## src/rtl/rx_fifo_module_if.sv

```systemverilog
// rx_fifo_module_if
//   Groups every non-clock, non-reset signal of the receive byte buffer.
//   slave  : the buffer's own view (rx_fifo_module).
//   master : the view of the surrounding logic (UART rx stage + application).
//   Signals:
//     enable / rx_en_sig                     receive enable request and its registered copy
//     rx_done_sig, rx_data,
//     dataerror, frameerror                  one-cycle frame-complete strobe and its payload
//     rd_en / rd_data, rd_valid              application read port
//     empty, full, level, overflow           FIFO status
//     parity_err_cnt, frame_err_cnt, clr_err error statistics and their clear
interface rx_fifo_module_if #(
    parameter int DEPTH_LOG2 = 4
);
    logic                  enable;
    logic                  rx_en_sig;
    logic                  rx_done_sig;
    logic [7:0]            rx_data;
    logic                  dataerror;
    logic                  frameerror;
    logic                  rd_en;
    logic [7:0]            rd_data;
    logic                  rd_valid;
    logic                  empty;
    logic                  full;
    logic [DEPTH_LOG2:0]   level;
    logic                  overflow;
    logic [7:0]            parity_err_cnt;
    logic [7:0]            frame_err_cnt;
    logic                  clr_err;

    modport slave (
        input  enable, rx_done_sig, rx_data, dataerror, frameerror, rd_en, clr_err,
        output rx_en_sig, rd_data, rd_valid, empty, full, level, overflow,
               parity_err_cnt, frame_err_cnt
    );

    modport master (
        output enable, rx_done_sig, rx_data, dataerror, frameerror, rd_en, clr_err,
        input  rx_en_sig, rd_data, rd_valid, empty, full, level, overflow,
               parity_err_cnt, frame_err_cnt
    );
endinterface

```

## src/rtl/rx_fifo_module.sv

```systemverilog
// rx_fifo_module
//   Receive-side byte buffer behind the UART receive control stage. Each
//   rx_done_sig strobe is one byte event: good bytes (and, when
//   DROP_ON_ERROR=0, errored ones too) are queued in a 2**DEPTH_LOG2 x 8
//   FIFO; parity/frame errors are counted with saturation, and a good byte
//   that finds the FIFO full sets a sticky overflow flag.
//   Ports:
//     sysclk  in  system clock, rising edge
//     rst_n   in  asynchronous active-low reset
//     bus     rx_fifo_module_if.slave (see interface header for signals)
module rx_fifo_module #(
    parameter int DEPTH_LOG2    = 4,
    parameter bit DROP_ON_ERROR = 1'b1
) (
    input  logic            sysclk,
    input  logic            rst_n,
    rx_fifo_module_if.slave bus
);
    localparam int                  DEPTH      = 2 ** DEPTH_LOG2;
    localparam logic [DEPTH_LOG2:0] LEVEL_FULL = (DEPTH_LOG2 + 1)'(DEPTH);

    // Storage has no reset so it can map onto block/distributed RAM.
    logic [7:0]            r_mem [DEPTH];
    logic [DEPTH_LOG2-1:0] r_wr_ptr;
    logic [DEPTH_LOG2-1:0] r_rd_ptr;
    logic [DEPTH_LOG2:0]   r_level;
    logic                  r_empty;
    logic                  r_full;
    logic                  r_overflow;
    logic [7:0]            r_rd_data;
    logic                  r_rd_valid;
    logic                  r_rx_en;

    logic                  w_good;
    logic                  w_rd_acc;
    logic                  w_wr;
    logic                  w_ovf_set;
    logic [DEPTH_LOG2:0]   w_level_next;
    logic [1:0]            w_err_flag;
    logic [7:0]            w_err_cnt [2];

    assign w_good   = !(bus.dataerror || bus.frameerror);
    assign w_rd_acc = bus.rd_en && !r_empty;
    // A read in the same cycle frees the slot, so a write at full is allowed then.
    assign w_wr      = bus.rx_done_sig && (w_good || !DROP_ON_ERROR) && (!r_full || w_rd_acc);
    assign w_ovf_set = bus.rx_done_sig && w_good && r_full && !w_rd_acc;

    always_comb begin
        w_level_next = r_level;
        case ({w_wr, w_rd_acc})
            2'b10:   w_level_next = r_level + 1'b1;
            2'b01:   w_level_next = r_level - 1'b1;
            default: w_level_next = r_level;
        endcase
    end

    always_ff @(posedge sysclk) begin
        if (w_wr) begin
            r_mem[r_wr_ptr] <= bus.rx_data;
        end
    end

    always_ff @(posedge sysclk or negedge rst_n) begin
        if (!rst_n) begin
            r_wr_ptr   <= '0;
            r_rd_ptr   <= '0;
            r_level    <= '0;
            r_empty    <= 1'b1;
            r_full     <= 1'b0;
            r_overflow <= 1'b0;
            r_rd_data  <= 8'h00;
            r_rd_valid <= 1'b0;
            r_rx_en    <= 1'b0;
        end else begin
            r_rx_en    <= bus.enable;
            r_level    <= w_level_next;
            // Flags are registered from the next level so they stay aligned with it.
            r_empty    <= (w_level_next == '0);
            r_full     <= (w_level_next == LEVEL_FULL);
            r_rd_valid <= w_rd_acc;
            if (w_wr) begin
                r_wr_ptr <= r_wr_ptr + 1'b1;
            end
            if (w_rd_acc) begin
                r_rd_data <= r_mem[r_rd_ptr];
                r_rd_ptr  <= r_rd_ptr + 1'b1;
            end
            // Clear wins over a same-cycle overflow event.
            if (bus.clr_err) begin
                r_overflow <= 1'b0;
            end else if (w_ovf_set) begin
                r_overflow <= 1'b1;
            end
        end
    end

    // Index 0 counts parity errors, index 1 counts frame errors.
    assign w_err_flag = {bus.frameerror, bus.dataerror};

    for (genvar gi = 0; gi < 2; gi++) begin : g_err_cnt
        logic [7:0] r_cnt;

        always_ff @(posedge sysclk or negedge rst_n) begin
            if (!rst_n) begin
                r_cnt <= 8'h00;
            end else if (bus.clr_err) begin
                r_cnt <= 8'h00;
            end else if (bus.rx_done_sig && w_err_flag[gi] && (r_cnt != 8'hFF)) begin
                r_cnt <= r_cnt + 8'd1;
            end
        end

        assign w_err_cnt[gi] = r_cnt;
    end

    assign bus.rx_en_sig      = r_rx_en;
    assign bus.rd_data        = r_rd_data;
    assign bus.rd_valid       = r_rd_valid;
    assign bus.empty          = r_empty;
    assign bus.full           = r_full;
    assign bus.level          = r_level;
    assign bus.overflow       = r_overflow;
    assign bus.parity_err_cnt = w_err_cnt[0];
    assign bus.frame_err_cnt  = w_err_cnt[1];
endmodule
```

## src/flat_wrapper.sv

```systemverilog
// flat-port wrapper written by rule: the top's interface ports become plain ports
module rx_fifo_module_flat 
#(
    parameter int DEPTH_LOG2    = 4,
    parameter bit DROP_ON_ERROR = 1'b1
)
  (sysclk, rst_n, bus_enable, bus_rx_done_sig, bus_rx_data, bus_dataerror, bus_frameerror, bus_rd_en, bus_clr_err, bus_rx_en_sig, bus_rd_data, bus_rd_valid, bus_empty, bus_full, bus_level, bus_overflow, bus_parity_err_cnt, bus_frame_err_cnt);
  rx_fifo_module_if #(.DEPTH_LOG2(DEPTH_LOG2)) bus_i ();
  input  logic sysclk;
  input  logic rst_n;
  input wire logic [$bits(bus_i.enable)-1:0] bus_enable;
  input wire logic [$bits(bus_i.rx_done_sig)-1:0] bus_rx_done_sig;
  input wire logic [$bits(bus_i.rx_data)-1:0] bus_rx_data;
  input wire logic [$bits(bus_i.dataerror)-1:0] bus_dataerror;
  input wire logic [$bits(bus_i.frameerror)-1:0] bus_frameerror;
  input wire logic [$bits(bus_i.rd_en)-1:0] bus_rd_en;
  input wire logic [$bits(bus_i.clr_err)-1:0] bus_clr_err;
  output wire logic [$bits(bus_i.rx_en_sig)-1:0] bus_rx_en_sig;
  output wire logic [$bits(bus_i.rd_data)-1:0] bus_rd_data;
  output wire logic [$bits(bus_i.rd_valid)-1:0] bus_rd_valid;
  output wire logic [$bits(bus_i.empty)-1:0] bus_empty;
  output wire logic [$bits(bus_i.full)-1:0] bus_full;
  output wire logic [$bits(bus_i.level)-1:0] bus_level;
  output wire logic [$bits(bus_i.overflow)-1:0] bus_overflow;
  output wire logic [$bits(bus_i.parity_err_cnt)-1:0] bus_parity_err_cnt;
  output wire logic [$bits(bus_i.frame_err_cnt)-1:0] bus_frame_err_cnt;
  assign bus_i.enable = bus_enable;
  assign bus_i.rx_done_sig = bus_rx_done_sig;
  assign bus_i.rx_data = bus_rx_data;
  assign bus_i.dataerror = bus_dataerror;
  assign bus_i.frameerror = bus_frameerror;
  assign bus_i.rd_en = bus_rd_en;
  assign bus_i.clr_err = bus_clr_err;
  assign bus_rx_en_sig = bus_i.rx_en_sig;
  assign bus_rd_data = bus_i.rd_data;
  assign bus_rd_valid = bus_i.rd_valid;
  assign bus_empty = bus_i.empty;
  assign bus_full = bus_i.full;
  assign bus_level = bus_i.level;
  assign bus_overflow = bus_i.overflow;
  assign bus_parity_err_cnt = bus_i.parity_err_cnt;
  assign bus_frame_err_cnt = bus_i.frame_err_cnt;
  rx_fifo_module #(.DEPTH_LOG2(DEPTH_LOG2), .DROP_ON_ERROR(DROP_ON_ERROR)) u_core (.sysclk(sysclk), .rst_n(rst_n), .bus(bus_i));
endmodule
```

## config.mk

```make
export PLATFORM = sky130hd
export DESIGN_NAME = rx_fifo_module_flat
export DESIGN_NICKNAME = d
export VERILOG_FILES = /design/src/rtl/rx_fifo_module_if.sv /design/src/rtl/rx_fifo_module.sv /design/src/flat_wrapper.sv
export SDC_FILE = /design/constraint.sdc
export NUM_CORES = 1
export LEC_CHECK = 0
export BUFFER_PORTS_ARGS = -buffer_cell sky130_fd_sc_hd__buf_4
export CAP_MARGIN = 20
export CORE_MARGIN = 5
export CORE_UTILIZATION = 30
export CTS_CLUSTER_SIZE = 10
export DETAILED_ROUTE_END_ITERATION = 6
export PLACE_DENSITY = 0.52
export RECOVER_POWER = 100
export SYNTH_ARGS = -nofsm -noshare
export SYNTH_HDL_FRONTEND = slang
export SYNTH_SLANG_ARGS = --single-unit
```

## constraint.sdc

```tcl
create_clock -name sysclk -period 7.8 [get_ports sysclk]
set_input_delay 0.39 -clock sysclk [delete_from_list [all_inputs] [get_ports sysclk]]
set_output_delay 0.39 -clock sysclk [all_outputs]
set_load 0.005 [all_outputs]
```

==> flow_results.org <==
** Synthesis
- In the post-synthesis netlist, the biggest area contributors are edfxtp_1, dfrtp_1, mux4_2.
- Post-synth top area share :: 0.5475
- Net count after synthesis :: 435
- In this run, distinct cell masters in the synthesized netlist total 44.
- Number of instances in the synthesized netlist :: a little over 400
- Area leader, netlist :: edfxtp_1
- Average footprint of a synthesized cell :: approximately 17 um2
- Share of synthesized area occupied by flip-flops and latches :: 0.6974
- In this run, synthesis produced a sequential element count of 170.
- Yosys printed 0 warnings.
- Summing every instance area after synthesis gives 7020 um2.

** Routing
- The first detailed-routing pass ran for 4 iterations.
- Once detail routing completed, the nets flagged for antenna violations numbered 0.
- The detailed router placed around 3700 vias in this run.
- Initial DRC count :: between 200 and 300
- Summed over all layers, the routed wires come to 14.90 mm.
- After detailed routing, the number of remaining DRC violations is 0.
- Using the TritonRoute via totals, the vias-per-cell ratio works out to between 4 and 5.
- Dividing the detail-routed wire length by the instance count gives approximately 19 um.

** Status
- Violations in the final reports :: max-capacitance violations, max-slew violations
- Run status :: finished, violations left

** Cells and area
- Finished Core Util :: 0.3527
- Layout cells sized above 1 :: 0.1987
- Final instance area :: 8205 um2
- From synthesis to final layout, the design area changed by 16.88%.
- The number of antenna diodes in the final layout is 0.
- The net count of the finished layout is 486.

** Critical path
- On the worst path, the slowest cell contributes a delay of 950 ps.
- STA classifies the critical path startpoint as a flip-flop.
- Of all nets on the critical path, the largest fanout is 21.
- Setup slack on the worst reg-to-reg path comes out at between 3000 and 4000 ps.
- Grouping stages by cell kind, the critical path spends the most delay in compound AO/OA/AOI/OAI gates.
- For the worst setup path, the data required time is about 8000 ps.
- In this run the critical register-to-register path is launched from u_core.bus.empty.
- Slowest library cell on the worst path :: a21boi_0
- Kind of critical path :: reg2reg
- For the worst flop-to-flop path, the logic depth is 11.
- Arrival time of data at the critical path endpoint :: 4410 ps
- STA classifies the critical path endpoint as a flip-flop.
- The critical path goes through nand2b_1 -> a21boi_0 -> inv_1 -> ha_1 -> xor2_1 -> ha_1 -> o21ai_0 -> a21oi_1 -> a2111oi_0 -> xor2_1 -> nor3b_1.
- Reg-to-Reg End :: u_core.bus.full
- Counting both buffers and inverters, the worst setup path holds a total of 1.

** STA
- Clock period minus worst slack :: 4088 ps
- Unrepaired setup endpoints after global routing :: false
- Max transition margin :: -0.6197
- Summed over all failing endpoints, the final setup total negative slack is 0 ps.
- Based on the critical path, the design can be clocked at up to 0.2446 GHz.
- The number of hold violations in the final report came to 0.
- For the pin with the worst max-slew slack, the measured transition is 2430 ps.
- Setup violations remaining at the end of the flow were counted as 0.
- On the final layout, the worst clock skew is around 9 ps.
- The max-slew violation total from the final report was 72.
- The tightest hold path in the finished design has a slack of 98.67 ps.
- Of the available clock period, the critical path in the final layout requires 0.5241.

** Place
- Placed Instance Area :: 7709 um2
- Port Buffers :: 49
- Final Wtd Congestion :: around 0.76
- The HPWL after detailed placement is 9.370 mm.

** Hold path
- Counting instances, the worst hold path has a depth of 1.
- The path with the worst hold slack has its endpoint at u_core.bus.rx_en_sig.
- Min-Delay Startpoint :: bus_enable
- The tightest min-delay check is of the in2reg type.

** Die
- The floorplan step defined a core boundary enclosing about 23000 um2.
- Initial core utilization :: 0.3018
- Die span in y :: around 160 um
- The floorplan step defined a die boundary enclosing 26560 um2.
- From left edge to right edge, the die measures around 160 um.
- In this run the count of I/O pins placed on the die edge is 50.
- Row count :: 56

** Clock tree
- TritonCTS built the clock tree.
- H-tree lvl count :: 4
- At the later pin of the worst-skew pair, clock insertion delay measures 420 ps.
- Post-CTS Repair Setup Buffers :: 0
- Post-CTS Resized :: 0
- CTS saw 170 sinks.
- Clk buf depth :: 2
- CTS Buf Count :: 17
- Clock-pin slew on the worst setup and hold paths :: 60 ps
- Library cell used as clock root buffer :: clkbuf_16

** Global routing
- Across every metal layer, demand over resource in global routing totals 0.1170.
- Busiest metal layer after global routing :: met2
- Entering global routing, the biggest net connects 43 pins.
- For this run, global-route usage on met2 was measured as 0.1862.
- Vias in the first global route :: between 3000 and 4000
- Met3 usage :: 0.03999
- The first global-routing pass estimated 22.90 mm of wire.
- In the global route stage, met1 resource usage came out at 0.1572.
- Number of antenna violations at the first check in global routing :: 2
- Leftover overflow at the end of global routing :: 0

** Power
- Total power of the final layout :: about 2.7 mW
- VDD sags by at most 0.0001412 V.
- Power per Cell Area :: 324.3 nW/um2
- Reported leakage power :: 2.820 nW

** Run
- Maxcap violations :: 3
==> where the power goes <==
part | leakage, nW | total, mW | internal, mW | switching (mW)
clock network | 0.288 | 0.856 | 0.507 | 0.349
registers | 1.69 | 1.21 | 1.05 | 0.158
logic | 0.846 | 0.593 | 0.339 | 0.255
total | 2.82 | 2.66 | 1.90 | 0.762
==> cell families after synthesis <==
family	count (synthesis)	share of synthesized area
AND/OR/NAND/NOR	95	0.06487
XOR/XNOR	21	0.02620
flip-flops	170	0.6974
multiplexers	51	0.1362
AO/OA/AOI/OAI	37	0.03921
adder cells (fa/ha/maj)	10	0.01782
buffers and inverters	25	0.01836
==> per-stage QoR <==
| stage | cells | worst slack, ps |
|---|---|---|
| after floorplan | 409 | 5057 |
| after global placement | 759 | 4421 |
| after detailed placement | 759 | 4247 |
| after CTS | 792 | 4259 |
| after global routing | 792 | 3203 |
| final | 792 | 3712 |
==> cell type report <==
| type | instances | area [um2] |
|---|---|---|
| clock inverter | 13 | 165.2 |
| clock buffer | 19 | 432.9 |
| inverter | 4 | 15.01 |
| timing repair buffer | 53 | 310.3 |
| sequential | 170 | 4897 |
| tap | 319 | 399.1 |
| multi-input combinational | 214 | 1986 |
| fill | 2224 | 15060 |
==> sequential cells by signal, summed over array words and instances (netlist names) <==
| signal | cells |
|---|---|
| u_core.r_mem | 128 |
| u_core.bus.parity_err_cnt | 8 |
| u_core.bus.empty | 1 |
| u_core.bus.rd_data | 8 |
| u_core.bus.rd_valid | 1 |
| u_core.bus.overflow | 1 |
| u_core.bus.full | 1 |
| u_core.r_rd_ptr | 4 |
| u_core.bus.level | 5 |
| u_core.bus.frame_err_cnt | 8 |
| u_core.bus.rx_en_sig | 1 |
| u_core.r_wr_ptr | 4 |
==> layer usage <==
| metal | up-vias | routed length, um |
|---|---|---|
| met3 | 16 | 823 |
| li1 | 1700 | - |
| met5 | - | 25 |
| met1 | 1893 | 6815 |
| met4 | 4 | 119 |
| met2 | 77 | 7118 |
==> cells in the mapped netlist, drive strengths merged <==
library cell	n
nor3b	2
buf	10
o31ai	2
a31oi	8
or2	2
nor3	16
and2	2
nand3	3
or3	2
a211o	1
a21oi	7
xor2	7
a2111oi	1
clkbuf	11
a21boi	1
ha	10
mux4	32
nor2b	3
nand2	22
edfxtp	128
or3b	1
o21ai	4
nand3b	1
mux2	9
inv	4
and3	4
dfrtp	41
nand4	4
o2bb2ai	1
dfstp	1
o22a	1
a211oi	2
xnor2	14
mux2i	10
o21a	1
nor4bb	1
a221o	8
nor2	28
nand2b	4
==> worst max-delay path by stage <==
| stage | from | endpoint | slack, ps | cells after the start |
|---|---|---|---|---|
| 6_report | u_core.bus.empty | u_core.bus.full | 3710 | 11 |
| 5_1_grt | u_core.bus.empty | u_core.bus.full | 3200 | 11 |
| 4_1_cts | u_core.bus.empty | u_core.bus.full | 4260 | 11 |
| 3_5_place_dp | bus_rd_en | u_core.bus.full | 4250 | 12 |
| 3_3_place_gp | bus_rd_en | u_core.bus.full | 4420 | 12 |
| 2_1_floorplan | bus_frameerror | u_core.bus.full | 5060 | 12 |
==> placed cells by master, fill, tap and decap left out, types with 2 or more instances in the layout <==
| cell | synthesis | routed |
|---|---|---|
| nand3_1 | 3 | 3 |
| or2_2 | 2 | 2 |
| bufinv_16 | 0 | 3 |
| mux2_2 | 9 | 9 |
| edfxtp_1 | 128 | 128 |
| clkbuf_1 | 10 | 25 |
| and3_1 | 4 | 4 |
| mux4_2 | 23 | 23 |
| nor2_1 | 28 | 28 |
| nand2b_1 | 4 | 4 |
| nand2_1 | 22 | 22 |
| inv_1 | 4 | 4 |
| nor2b_1 | 3 | 3 |
| mux2i_1 | 10 | 10 |
| xnor2_1 | 14 | 14 |
| dfrtp_1 | 41 | 40 |
| clkinvlp_4 | 0 | 2 |
| xor2_1 | 7 | 7 |
| clkbuf_16 | 0 | 17 |
| a211oi_1 | 2 | 2 |
| nor3_1 | 16 | 16 |
| nor3b_1 | 2 | 2 |
| a31oi_1 | 8 | 8 |
| ha_1 | 10 | 10 |
| mux4_1 | 9 | 9 |
| nand4_1 | 4 | 4 |
| o31ai_1 | 2 | 2 |
| or3_1 | 2 | 2 |
| o21ai_0 | 4 | 4 |
| a221o_1 | 8 | 8 |
| clkinv_2 | 0 | 2 |
| inv_6 | 0 | 3 |
| clkbuf_4 | 0 | 23 |
| a21oi_1 | 7 | 7 |
| buf_4 | 0 | 5 |
==> repair_timing <==
| item | 4_1_cts | 5_1_grt |
|---|---|---|
| setup endpoints to repair | 0 | 0 |
| hold buffers | 1 | 0 |
| endpoints found under the hold margin | 41 | 0 |
Note: power is estimated with default switching activity, not from simulation.
